<file path="config.mk">
export PLATFORM = sky130hd
export DESIGN_NAME = seq_adder_ctrl
export DESIGN_NICKNAME = d
export VERILOG_FILES = /design/src/rtl/seq_adder_ctrl.sv
export SDC_FILE = /design/constraint.sdc
export NUM_CORES = 1
export LEC_CHECK = 0
export BUFFER_PORTS_ARGS = -buffer_cell sky130_fd_sc_hd__buf_2
export CORE_UTILIZATION = 40
export DETAILED_ROUTE_END_ITERATION = 12
export GPL_TIMING_DRIVEN = 0
export PLACE_DENSITY = 0.62
export SYNTH_ARGS = -nofsm -noshare
export SYNTH_HDL_FRONTEND = slang
export SYNTH_SLANG_ARGS = --single-unit
</file>
<file path="constraint.sdc">
create_clock -name clk -period 1.7 [get_ports clk]
set_input_delay 0.085 -clock clk [delete_from_list [all_inputs] [get_ports clk]]
set_output_delay 0.085 -clock clk [all_outputs]
set_load 0.01 [all_outputs]
</file>
<file path="src/rtl/seq_adder_ctrl.sv">
// Sequencer that drives a bit-serial full-adder cell LSB-first and returns a parallel sum/carry.
// Optional two's-complement overflow output ovf_out is enabled by defining SEQ_ADD_OVF_EN.
module seq_adder_ctrl #(
  parameter int WIDTH = 8
) (
  input  logic             clk,
  input  logic             rst,
  input  logic             start,
  input  logic [WIDTH-1:0] a_in,
  input  logic [WIDTH-1:0] b_in,
  input  logic             cin_in,
  output logic             busy,
  output logic             done,
  output logic [WIDTH-1:0] sum_out,
  output logic             cout_out,
`ifdef SEQ_ADD_OVF_EN
  output logic             ovf_out,
`endif
  output logic             ser_a,
  output logic             ser_b,
  output logic             ser_cin,
  output logic             ser_load,
  input  logic             ser_s,
  input  logic             ser_c
);

  localparam int CW = $clog2(WIDTH) + 1;
  localparam logic [CW-1:0] LAST = CW'(WIDTH - 1);

  typedef enum logic [1:0] {S_IDLE, S_LOAD, S_ADD, S_DONE} state_t;

  state_t           state, next;
  logic [WIDTH-1:0] a_sr, b_sr;
  logic [WIDTH-2:0] sum_sr;
  logic [WIDTH-1:0] sum_next;
  logic [CW-1:0]    cnt;
  logic             cin_r;
  logic             last;
`ifdef SEQ_ADD_OVF_EN
  logic             a_msb, b_msb;
`endif

  // The final sum bit comes straight from the cell, so the full word is assembled combinationally
  assign sum_next = {ser_s, sum_sr};
  assign last     = (cnt == LAST);

  always_ff @(posedge clk or negedge rst) begin
    if (!rst) state <= S_IDLE;
    else      state <= next;
  end

  always_comb begin
    next     = state;
    busy     = 1'b1;
    done     = 1'b0;
    ser_a    = 1'b0;
    ser_b    = 1'b0;
    ser_cin  = 1'b0;
    ser_load = 1'b0;
    case (state)
      S_IDLE: begin
        busy = 1'b0;
        if (start) next = S_LOAD;
      end
      S_LOAD: begin
        ser_load = 1'b1;
        ser_cin  = cin_r;
        next     = S_ADD;
      end
      S_ADD: begin
        ser_a = a_sr[0];
        ser_b = b_sr[0];
        if (last) next = S_DONE;
      end
      S_DONE: begin
        done = 1'b1;
        next = S_IDLE;
      end
      default: next = S_IDLE;
    endcase
  end

  always_ff @(posedge clk or negedge rst) begin
    if (!rst) begin
      a_sr     <= '0;
      b_sr     <= '0;
      sum_sr   <= '0;
      cnt      <= '0;
      cin_r    <= 1'b0;
      sum_out  <= '0;
      cout_out <= 1'b0;
`ifdef SEQ_ADD_OVF_EN
      a_msb    <= 1'b0;
      b_msb    <= 1'b0;
      ovf_out  <= 1'b0;
`endif
    end else begin
      case (state)
        S_IDLE: begin
          if (start) begin
            a_sr  <= a_in;
            b_sr  <= b_in;
            cin_r <= cin_in;
            cnt   <= '0;
`ifdef SEQ_ADD_OVF_EN
            a_msb <= a_in[WIDTH-1];
            b_msb <= b_in[WIDTH-1];
`endif
          end
        end
        S_ADD: begin
          sum_sr <= sum_next[WIDTH-1:1];
          a_sr   <= a_sr >> 1;
          b_sr   <= b_sr >> 1;
          cnt    <= cnt + CW'(1);
          // Results land on the edge entering DONE so they are visible while done is high
          if (last) begin
            sum_out  <= sum_next;
            cout_out <= ser_c;
`ifdef SEQ_ADD_OVF_EN
            ovf_out  <= (a_msb == b_msb) && (ser_s != a_msb);
`endif
          end
        end
        default: ;
      endcase
    end
  end

endmodule

</file>
=== Yosys cells after proc, flatten, opt, wreduce, memory -nomap -nowiden ===
Index checks and enable logic that the tools add are counted.

* Flip-flop bits (word level): 39
* Bits of input ports: 22
* Output and inout port bits: 15
* Logic and storage cells: 36

* $add $sub $neg: 1
* Eq/ne operators: 6
* Mux-type cells: 15
* Reductions and logical operators: 6

{| class="wikitable"
|+ Operator list
! kind !! number
|-
| $pmux W8 S2 || 2
|-
| $mux W8 || 2
|-
| $pmux W2 S4 || 1
|-
| $pmux W4 S2 || 1
|-
| $reduce_and A2 Y1 || 4
|-
| $mux W1 || 6
|-
| $add A4 B1 Y4 const B || 1
|-
| $eq A2 B2 Y1 const B || 2
|-
| $eq A4 B3 Y1 const B || 1
|-
| $mux W2 || 2
|-
| $mux W4 || 1
|-
| $ne A2 B2 Y1 const B || 2
|-
| $eq A2 B1 Y1 const B || 1
|-
| $logic_not A2 Y1 || 1
|-
| $reduce_bool A2 Y1 || 1
|}

=== Logic depth before layout (Yosys ltp) ===
Gate-level depths: netlist of run 1.

* Depth in word-level cells: 3
* Gate-level depth with buffers: 7
* Mapped depth without buffers: 5

=== Least setup slack after synthesis of run 1 ===
No wires, ideal clock.

* Kind: reg2reg
* Start: reg state[0]
* End: reg state[1]
* Library setup time: 0.128 ns
* Arrival time: 1.375 ns
* Data required time: 1.572 ns
* Slack: 0.198 ns
* Cell stages (with the launch flop): 7
* Buffers on the path: 1
* Period minus slack after synthesis: 1.502 ns
* Path through: dfrtp_1 -> inv_1 -> ha_1 -> buf_4 -> nor2b_4 -> a21oi_1 -> mux2_1

* Word-level cells in the longest chain between the ends: 3
* Elaborated cells on any way between the ends: 8
* Classes of those cells: eq/ne (5); mux (1); reduce/logical (2)

{| class="wikitable"
|+ Ends and longest elaborated chain
! what !! line !! RTL
|-
| from (decl) || 32 || <nowiki>state_t state, next;</nowiki>
|-
| from (signal assigned) || 49 || <nowiki>else state <= next;</nowiki>
|-
| $eq A2 B2 Y1 / $logic_not A2 Y1 (equally long branches) || 60 || <nowiki>case (state)</nowiki>
|-
| $ne A2 B2 Y1 (no line) || -- ||
|-
| $reduce_and A2 Y1 (no line) || -- ||
|}

Several ways; a longest one is shown, not always the timed one.
A chain may end at the register's enable or synchronous reset.

=== Final worst setup path of run 1 ===
* Start: reg state[0]
* End: out ser_b

* Word-level cells in the longest chain between the ends: 2

{| class="wikitable"
|+ Ends and longest elaborated chain
! what !! line !! RTL
|-
| $eq A2 B2 Y1 || 60 ||
|-
| $mux W1 || 60 ||
|-
| to (decl) || 20 || <nowiki>output logic ser_b,</nowiki>
|}

No other way between the ends.

==> impl_metrics.json, run 1 <==
{
  "whs_path_depth": 2,
  "grt_pass1_wl_mm": 5.66,
  "wirelength_mm": 3.21,
  "timing.final.ws_setup_ns": 0.108,
  "clock_path_buffers": 2,
  "drc": 0,
  "start_util_pct": 41.8,
  "clk_latency_ns": 0.29,
  "cts_tree": "yes",
  "syn_area_sq_um": 1830,
  "floorplan.die.height_microns": 69.7,
  "dp_slack_ns": 0.0461,
  "grt_max_degree": 40,
  "fin_crit_sh_pct": 93.6,
  "dr.pass1.iters": 3,
  "coreArea_sq_um": 4380,
  "drive_gt1_share_pct": 39.6,
  "die_width_microns": 69.7,
  "area_growth_pct": 22.6,
  "final-hold-violation-count": 0,
  "drtIter0Drc": 24,
  "io_pins": 37,
  "critPathMaxFanout": 10,
  "whs_ns": 0.0263,
  "final_util_pct": 51.3,
  "clock-sinks": 39,
  "grt_pass1_vias": 1279,
  "max_freq_ghz": 0.628,
  "stdcell_count": 249,
  "slew_headroom_pct": 42.8,
  "p_total_mw": 4.29,
  "endpoint_kind": "output pin",
  "cts-buffers-inserted": 5,
  "maxSlewViolCount": 0,
  "ys_ff_latch": 39,
  "worstMarginPinSlew_ns": 0.858,
  "path_clk_slew_ns": 0.07,
  "synth_top_area_cell": "dfrtp_1",
  "via_count": 1222,
  "antenna_found_initial": 0,
  "grt_overflow": 0,
  "cts_root_buf": "clkbuf_8",
  "cp.arrival_ns": 1.51,
  "leakagePower_nw": 1.12,
  "routed_via_density": 4.91,
  "rrSetupSlack_ns": 0.12,
  "synth_nets": 177,
  "place_congestion": 0.683,
  "yosysWarningCount": 0,
  "dieArea_sq_um": 4860,
  "syn_avg_cell_area_sq_um": 12.2,
  "status": "finished clean",
  "critPathKind": "flip-flop to output pin",
  "rows": 24,
  "hp-class": "primary input to flip-flop",
  "powerDensity_nw_per_um2": 1910,
  "cp.required_ns": 1.62,
  "wl_per_cell_microns": 12.9,
  "final.setup_skew_ns": 0.00209,
  "htree_levels": 2,
  "drv_cap": 0,
  "synthCells": 150,
  "finalNetCount": 223,
  "antenna_cells": 0,
  "io_buffer_count": 36,
  "setup_viol": 0,
  "synth_top_area_share_pct": 53.2,
  "synth_area_leaders": "dfrtp_1 53%, mux2_2 10%, mux2i_1 7.6%",
  "n_fill_cell": 406,
  "max-vdd-ir-drop_uv": 793,
  "cp-start-kind": "flip-flop",
  "synth_cell_types": 29,
  "reg2reg_depth": 6,
  "hpwl_mm": 2.24,
  "period_minus_slack_ns": 1.59,
  "ys_seq_area_share_pct": 53.2,
  "groute.usage.overall_pct": 14.8,
  "drtAntennaViolNets": 0,
  "place_inst": 238
}
report_power, final:
part	switching (mW)	leakage (nW)	total, mW	internal [mW]
Combinational	0.898	0.567	1.89	0.989
Sequential	0.260	0.492	1.62	1.36
Clock	0.315	0.0612	0.790	0.475
Total	1.47	1.12	4.29	2.82
worst max-delay path, stage by stage, from the launching register on:
cell	delay [ns]
dfrtp_1	0.40
inv_1	0.08
ha_1	0.20
buf_6	0.14
buf_6	0.13
and2_1	0.14
buf_2	0.13
cells in the mapped netlist:
cell       n
mux2i_4    1
o21ai_0   12
buf_2      1
nand2b_1   1
nand3b_1   3
o31ai_1    1
nor2b_4    1
ha_1       5
nor2_1     1
and3_1     2
o21ai_1    5
inv_1      3
or2_2      1
and2_1     3
o311ai_0   1
a21oi_1    3
mux2_1     1
nand4b_4   1
nand3_1    2
buf_6      3
nand2_1   21
dfrtp_1   39
a32o_1     1
buf_4      4
o22a_2     1
nand4b_1   1
mux2i_1   14
mux2_2    17
a31o_2     1
final cells by class:
type / count / area [sq um] / area share [%]
flip-flops and latches: 39 / 976 / 43.4
repair buffers: 39 / 218 / 9.68
clock buffers: 6 / 82.6 / 3.67
multi-input cells: 100 / 782 / 34.8
plain buffers: 8 / 78.8 / 3.51
inverters: 3 / 11.3 / 0.501
clock inverters: 2 / 35.0 / 1.56
well taps: 52 / 65.1 / 2.89
metal layers:
| layer | GRT usage [%] | vias to the layer above | wire length (microns) |
|---|---|---|---|
| met5 | 0 | - | 0 |
| li1 | - | 619 | - |
| met4 | 6.00 | 0 | 54 |
| met3 | 4.51 | 7 | 135 |
| met1 | 18.3 | 567 | 1510 |
| met2 | 24.3 | 29 | 1520 |
sequential cells by signal, summed over array words and instances (netlist names):
name      flops
a_sr          8
b_sr          8
cin_r         1
cnt           4
cout_out      1
state         2
sum_out       8
sum_sr        7
cells in the final DEF, fill, tap and decap left out, drive strengths merged, types with 2 or more instances in the layout:
cell type and count:
ha 5, buf 46, nand3 2, mux2i 15
clkbuf 6, and3 2, dfrtp 39, mux2 18
inv 3, and2 3, nand2 21, o21ai 17
a21oi 3, nand4b 2, nand3b 3
cell families after synthesis:
group                    Yosys count  share of synthesized area [%]
adder cells (fa/ha/maj)            5                           3.41
AO/OA/AOI/OAI                     25                           7.91
multiplexers                      33                           19.9
AND/OR/NAND/NOR                   37                           11.2
flip-flops                        39                           53.2
buffers and inverters             11                           4.37
worst paths after layout:
kind / start / to
max: state[0] / ser_b
min reg2reg: a_sr[0] / a_sr[0]
min: cin_in / cin_r
max in group asynchronous: rst / sum_sr[5]
min in group asynchronous: rst / sum_out[2]
max reg2reg: state[0] / state[1]
stage by stage:
step	setup TNS [ns]	area [sq um]
2_1_floorplan	0	1830
3_3_place_gp	0	2080
3_5_place_dp	0	2080
4_1_cts	0	2210
5_1_grt	-0.000921	2250
6_report	0	2250
repair_timing:
action	CTS	global route
setup buffers	0	2
hold buffers	1	0
endpoints found under the setup margin	2	3
endpoints found under the hold margin	39	0
gates resized for setup	1	3
(Power assumes the default switching activity.)
==> inputs of run 2 (changes only) <==
==> constraint.sdc (replaced) <==
create_clock -name clk -period 1.7 [get_ports clk]
set_input_delay 0.34 -clock clk [delete_from_list [all_inputs] [get_ports clk]]
set_output_delay 0.34 -clock clk [all_outputs]
set_load 0.01 [all_outputs]
==> run 2 against run 1 <==
Net effect: first-iteration DRC count is 46% lower; core utilization is 0.66 points higher; sequential share of layout area is 0.55 points lower; largest power group unchanged; combinational power is 4% higher; die area stayed put; register-to-register slack better by 0.02 ns; sequential cell count stayed put; clock power hardly changed; clock-buffer cell count stayed put; clock skew is 0.00059 ns higher.
==> impl_metrics.json, run 2 (same netlist as run 1, synthesis figures left out) <==
{
  "cts_tree": "yes",
  "gr-usage-met3_pct": 4.65,
  "hpwl_mm": 2.24,
  "final.setup_skew_ns": 0.00269,
  "clock-sinks": 39,
  "groute.usage.overall_pct": 15.0,
  "io_buffer_count": 36,
  "path_clk_slew_ns": 0.07,
  "grt_pass1_vias": 1302,
  "critPathMaxFanout": 3,
  "clk_latency_ns": 0.28,
  "htree_levels": 2,
  "antenna_found_initial": 0,
  "floorplan.die.height_microns": 69.7,
  "met2_usage_pct": 24.7,
  "layout_commonest_cell": "dfrtp_1",
  "drv_cap": 0,
  "slew_headroom_pct": 42.6,
  "die_width_microns": 69.7,
  "max-vdd-ir-drop_uv": 797,
  "grt_pass1_wl_mm": 5.71,
  "io_pins": 37,
  "powerDensity_nw_per_um2": 1920,
  "status": "finished clean",
  "period_minus_slack_ns": 1.64,
  "hp-class": "primary input to asynchronous set/reset pin",
  "start_util_pct": 41.8,
  "drive_gt1_share_pct": 43.4,
  "drtIter0Drc": 13,
  "stdcell_area_sq_um": 2280,
  "cp.required_ns": 1.36,
  "antenna_cells": 0,
  "place_area_sq_um": 2080,
  "drc": 0,
  "final_cell_mix": "39 x dfrtp_1, 33 x buf_2, 21 x nand2_1, 17 x mux2_2, 14 x mux2i_1",
  "wl_per_cell_microns": 12.9,
  "routed_via_density": 4.98,
  "coreArea_sq_um": 4380,
  "reg_top3": "a_sr: 8 flops, b_sr: 8 flops, sum_out: 8 flops",
  "endpoint_kind": "output pin",
  "final_util_pct": 51.9,
  "gr-max-usage-layer": "met2",
  "place_congestion": 0.683,
  "rsz0062_at_grt": "true",
  "rows": 24,
  "dieArea_sq_um": 4860,
  "critPathKind": "flip-flop to output pin",
  "dr.pass1.iters": 4,
  "maxSlewViolCount": 0,
  "grt_overflow": 0,
  "wirelength_mm": 3.24,
  "cp.arrival_ns": 1.30,
  "drtAntennaViolNets": 0,
  "max_freq_ghz": 0.611,
  "final-hold-violation-count": 0,
  "grt_max_degree": 40,
  "whs_ns": 0.164,
  "worstMarginPinSlew_ns": 0.861,
  "cts-buffers-inserted": 5,
  "fin_crit_sh_pct": 96.3,
  "cp-start-kind": "flip-flop",
  "use_met1_pct": 18.3,
  "cts_root_buf": "clkbuf_8",
  "ctsHoldBuffers": 0,
  "via_count": 1244,
  "setup_viol": 0,
  "finalNetCount": 224,
  "area_growth_pct": 24.1,
  "leakagePower_nw": 1.13,
  "clock_path_buffers": 2
}
[run 2: cell types whose count changed in the layout (fill, tap and decap cells not counted), moves of 2 or more]
| cell | change |
|---|---|
| inv_2 | +3 |
| buf_2 | -3 |
| inv_1 | -3 |
| buf_4 | +3 |
| and2_1 | -2 |
| buf_6 | +3 |
| and2_4 | +2 |
[run 2: cell type report]
cell class,instances,area (sq um)
clock inverters,2,35.0
multi-input cells,100,800
clock buffers,6,82.6
flip-flops and latches,39,976
fillers,406,2110
repair buffers,41,236
inverters,3,11.3
plain buffers,7,71.3
well taps,52,65.1
[run 2: per-stage QoR]
step | setup slack, ns | std cells | setup TNS, ns | power [mW]
2_1_floorplan | 0.198 | 150 | 0 | 2.95
5_1_grt | -0.0141 | 250 | -0.0141 | 4.73
3_3_place_gp | 0.0423 | 238 | 0 | 3.36
3_5_place_dp | 0.0324 | 238 | 0 | 3.43
6_report | 0.0622 | 250 | 0 | 4.38
4_1_cts | 0.00680 | 250 | 0 | 4.35
[run 2: where the power goes]
| part | switching (mW) | internal, mW | leakage, nW |
|---|---|---|---|
| Clock | 0.316 | 0.475 | 0.0612 |
| Combinational | 0.923 | 1.04 | 0.574 |
| Sequential | 0.264 | 1.36 | 0.492 |
| Total | 1.50 | 2.87 | 1.13 |
[run 2: timing repair]
item,4_1_cts,5_1_grt
pin swaps,0,1
buffers inserted,4,1
endpoints found under the setup margin,3,3
gates resized for setup,5,10
[run 2: worst paths after layout]
kind,start,to,slack [ns],depth (start not counted)
hold reg to reg,a_sr[0],a_sr[0],0.49,2
min in group clk,cin_in,cin_r,0.28,2
max in group asynchronous,rst,sum_sr[5],1.00,1
setup reg to reg,state[1],state[1],0.14,6
hold / removal,rst,sum_out[1],0.16,1
setup / recovery,state[1],done,0.06,4
[run 2: metal layers]
layer | vias to the layer above | routed length, microns
li1 | 622 | -
met1 | 586 | 1520
met2 | 29 | 1530
met3 | 7 | 139
met4 | 0 | 54
met5 | - | 0
[run 2: critical path, cell delays in order, from the launching register on]
cell     delay, ns
dfrtp_1       0.44
buf_4         0.15
buf_4         0.12
ha_1          0.16
buf_2         0.13
==> inputs of run 3 (changes only) <==
--- a/config.mk
+++ b/config.mk
@@ -7,9 +7,11 @@
 export LEC_CHECK = 0
 export BUFFER_PORTS_ARGS = -buffer_cell sky130_fd_sc_hd__buf_2
 export CORE_UTILIZATION = 40
+export CTS_BUF_LIST = sky130_fd_sc_hd__clkbuf_8 sky130_fd_sc_hd__clkbuf_16
 export DETAILED_ROUTE_END_ITERATION = 12
 export GPL_TIMING_DRIVEN = 0
 export PLACE_DENSITY = 0.62
+export SKIP_CTS_REPAIR_TIMING = 1
 export SYNTH_ARGS = -nofsm -noshare
 export SYNTH_HDL_FRONTEND = slang
 export SYNTH_SLANG_ARGS = --single-unit
==> run 3 against run 2 <==
Net effect: the run now ends with negative setup slack left; critical path depth increased by 1; power increased by 1.4%; global-route usage decreased by 0.16 points; via count up 1.0%; setup slack worse by 0.077 ns; sequential cell count is the same; final area is 1.1% higher; die area is the same; final cell count is 0.80% higher; highest routed layer unchanged.
==> impl_metrics.json, run 3 (same netlist as run 1, synthesis figures left out) <==
{
  "reg_top3": "a_sr: 8 flops, b_sr: 8 flops, sum_out: 8 flops",
  "critPathTopFamily": "flip-flops",
  "final_cell_mix": "39 x dfrtp_1, 33 x buf_2, 21 x nand2_1, 17 x mux2_2, 14 x mux2i_1",
  "drtIter0Drc": 23,
  "tns_ns": -0.0302,
  "max-vdd-ir-drop_uv": 814,
  "layout_commonest_cell": "dfrtp_1",
  "setup_viol": 2,
  "cts-buffers-inserted": 5,
  "grt_max_degree": 40,
  "hpwl_mm": 2.24,
  "cp_num_buf_inv": 3,
  "cp.required_ns": 1.36,
  "htree_levels": 2,
  "critPathMaxFanout": 5,
  "worstMarginPinSlew_ns": 0.858,
  "path_clk_slew_ns": 0.07,
  "clock-sinks": 39,
  "crit_chain": "ha_4 -> buf_6 -> buf_8 -> and2_4 -> buf_6",
  "p_int_mw": 2.92,
  "rsz0062_at_grt": "true",
  "place_congestion": 0.683,
  "groute.usage.overall_pct": 14.8,
  "p_sw_mw": 1.52,
  "p_seq_share_pct": 36.5,
  "hp-class": "primary input to asynchronous set/reset pin",
  "io_buffer_count": 36,
  "floorplan.die.height_microns": 69.7,
  "leakagePower_nw": 1.14,
  "antenna_cells": 0,
  "rows": 24,
  "crit_top_cell": "buf_6",
  "multi_input_area_sq_um": 800,
  "critPathKind": "flip-flop to output pin",
  "status": "finished with violations",
  "routed_via_density": 4.99,
  "slew_headroom_pct": 42.8,
  "grt_overflow": 0,
  "wirelength_mm": 3.25,
  "fin_crit_sh_pct": 101,
  "endpoint_kind": "output pin",
  "drtAntennaViolNets": 0,
  "clkPwrFrac_pct": 17.8,
  "cts_root_buf": "clkbuf_8",
  "clk_latency_ns": 0.29,
  "die_width_microns": 69.7,
  "via_count": 1257,
  "power_frac_comb_pct": 45.7,
  "dr.pass1.iters": 4,
  "final_util_pct": 52.5,
  "start_util_pct": 41.8,
  "cp.arrival_ns": 1.38,
  "grt_pass1_vias": 1279,
  "slowest_stage": "dfrtp_1",
  "cts_tree": "yes",
  "clock_path_buffers": 2,
  "drive_gt1_share_pct": 44.0,
  "final-hold-violation-count": 0,
  "cp-start-kind": "flip-flop",
  "regArea_sq_um": 976,
  "area_growth_pct": 25.5,
  "timing.final.ws_setup_ns": -0.0152,
  "p_total_mw": 4.44,
  "violations": "negative setup slack",
  "antenna_found_initial": 0,
  "dp_slack_ns": 0.0324,
  "drc": 0,
  "p_sw_share_pct": 34.2,
  "coreArea_sq_um": 4380,
  "final.setup_skew_ns": 0.00201,
  "grt_pass1_wl_mm": 5.66,
  "io_pins": 37,
  "drv_cap": 0,
  "finalNetCount": 226,
  "slowest_delay_ns": 0.43,
  "period_minus_slack_ns": 1.72,
  "dieArea_sq_um": 4860,
  "wl_per_cell_microns": 12.9,
  "max_freq_ghz": 0.583,
  "maxSlewViolCount": 0,
  "powerDensity_nw_per_um2": 1930,
  "n_fill_cell": 400
}
==> run 3: final cells by class <==
| class | count | area share [%] |
|---|---|---|
| buffer | 8 | 3.75 |
| clock buffer | 6 | 3.59 |
| clock inverter | 2 | 1.52 |
| inverter | 3 | 0.598 |
| multi-input combinational | 100 | 34.7 |
| sequential | 39 | 42.4 |
| tap | 52 | 2.83 |
| timing repair buffer | 42 | 10.6 |
==> run 3: metrics by stage <==
stage	cells	hold slack, ns	instance area (sq um)
after floorplan	150	0.0444	1830
after global placement	238	0.462	2080
after detailed placement	238	0.469	2080
after CTS	246	0.192	2200
after global routing	252	0.243	2300
final	252	0.163	2300
==> run 3: layer usage <==
metal	track usage [%]	part of all wire (%)	routed length, microns
met4	6.00	1.7	54
met1	18.2	46	1510
met5	0	0	0
met3	4.65	4.4	142
met2	24.3	48	1550
==> run 3: worst paths after layout <==
| kind | start | end | slack (ns) | cells past startpoint |
|---|---|---|---|---|
| worst max-delay path | state[1] | ser_a | -0.02 | 5 |
| worst min-delay path | rst | sum_out[2] | 0.16 | 1 |
| worst max register to register | state[1] | state[1] | 0.14 | 6 |
| worst min register to register | a_sr[0] | a_sr[0] | 0.49 | 2 |
| max in group asynchronous | rst | sum_sr[5] | 1.01 | 1 |
| min in group clk | cin_in | cin_r | 0.28 | 2 |
==> run 3: power by group through the flow <==
stage                     registers (mW)  logic, mW  clock network, mW
after detailed placement            1.64       1.79                  0
after global routing                1.68       2.25              0.860
after CTS                           1.62       1.80              0.816
after floorplan                     1.62       1.34                  0
final                               1.62       2.03              0.790
after global placement              1.62       1.74                  0
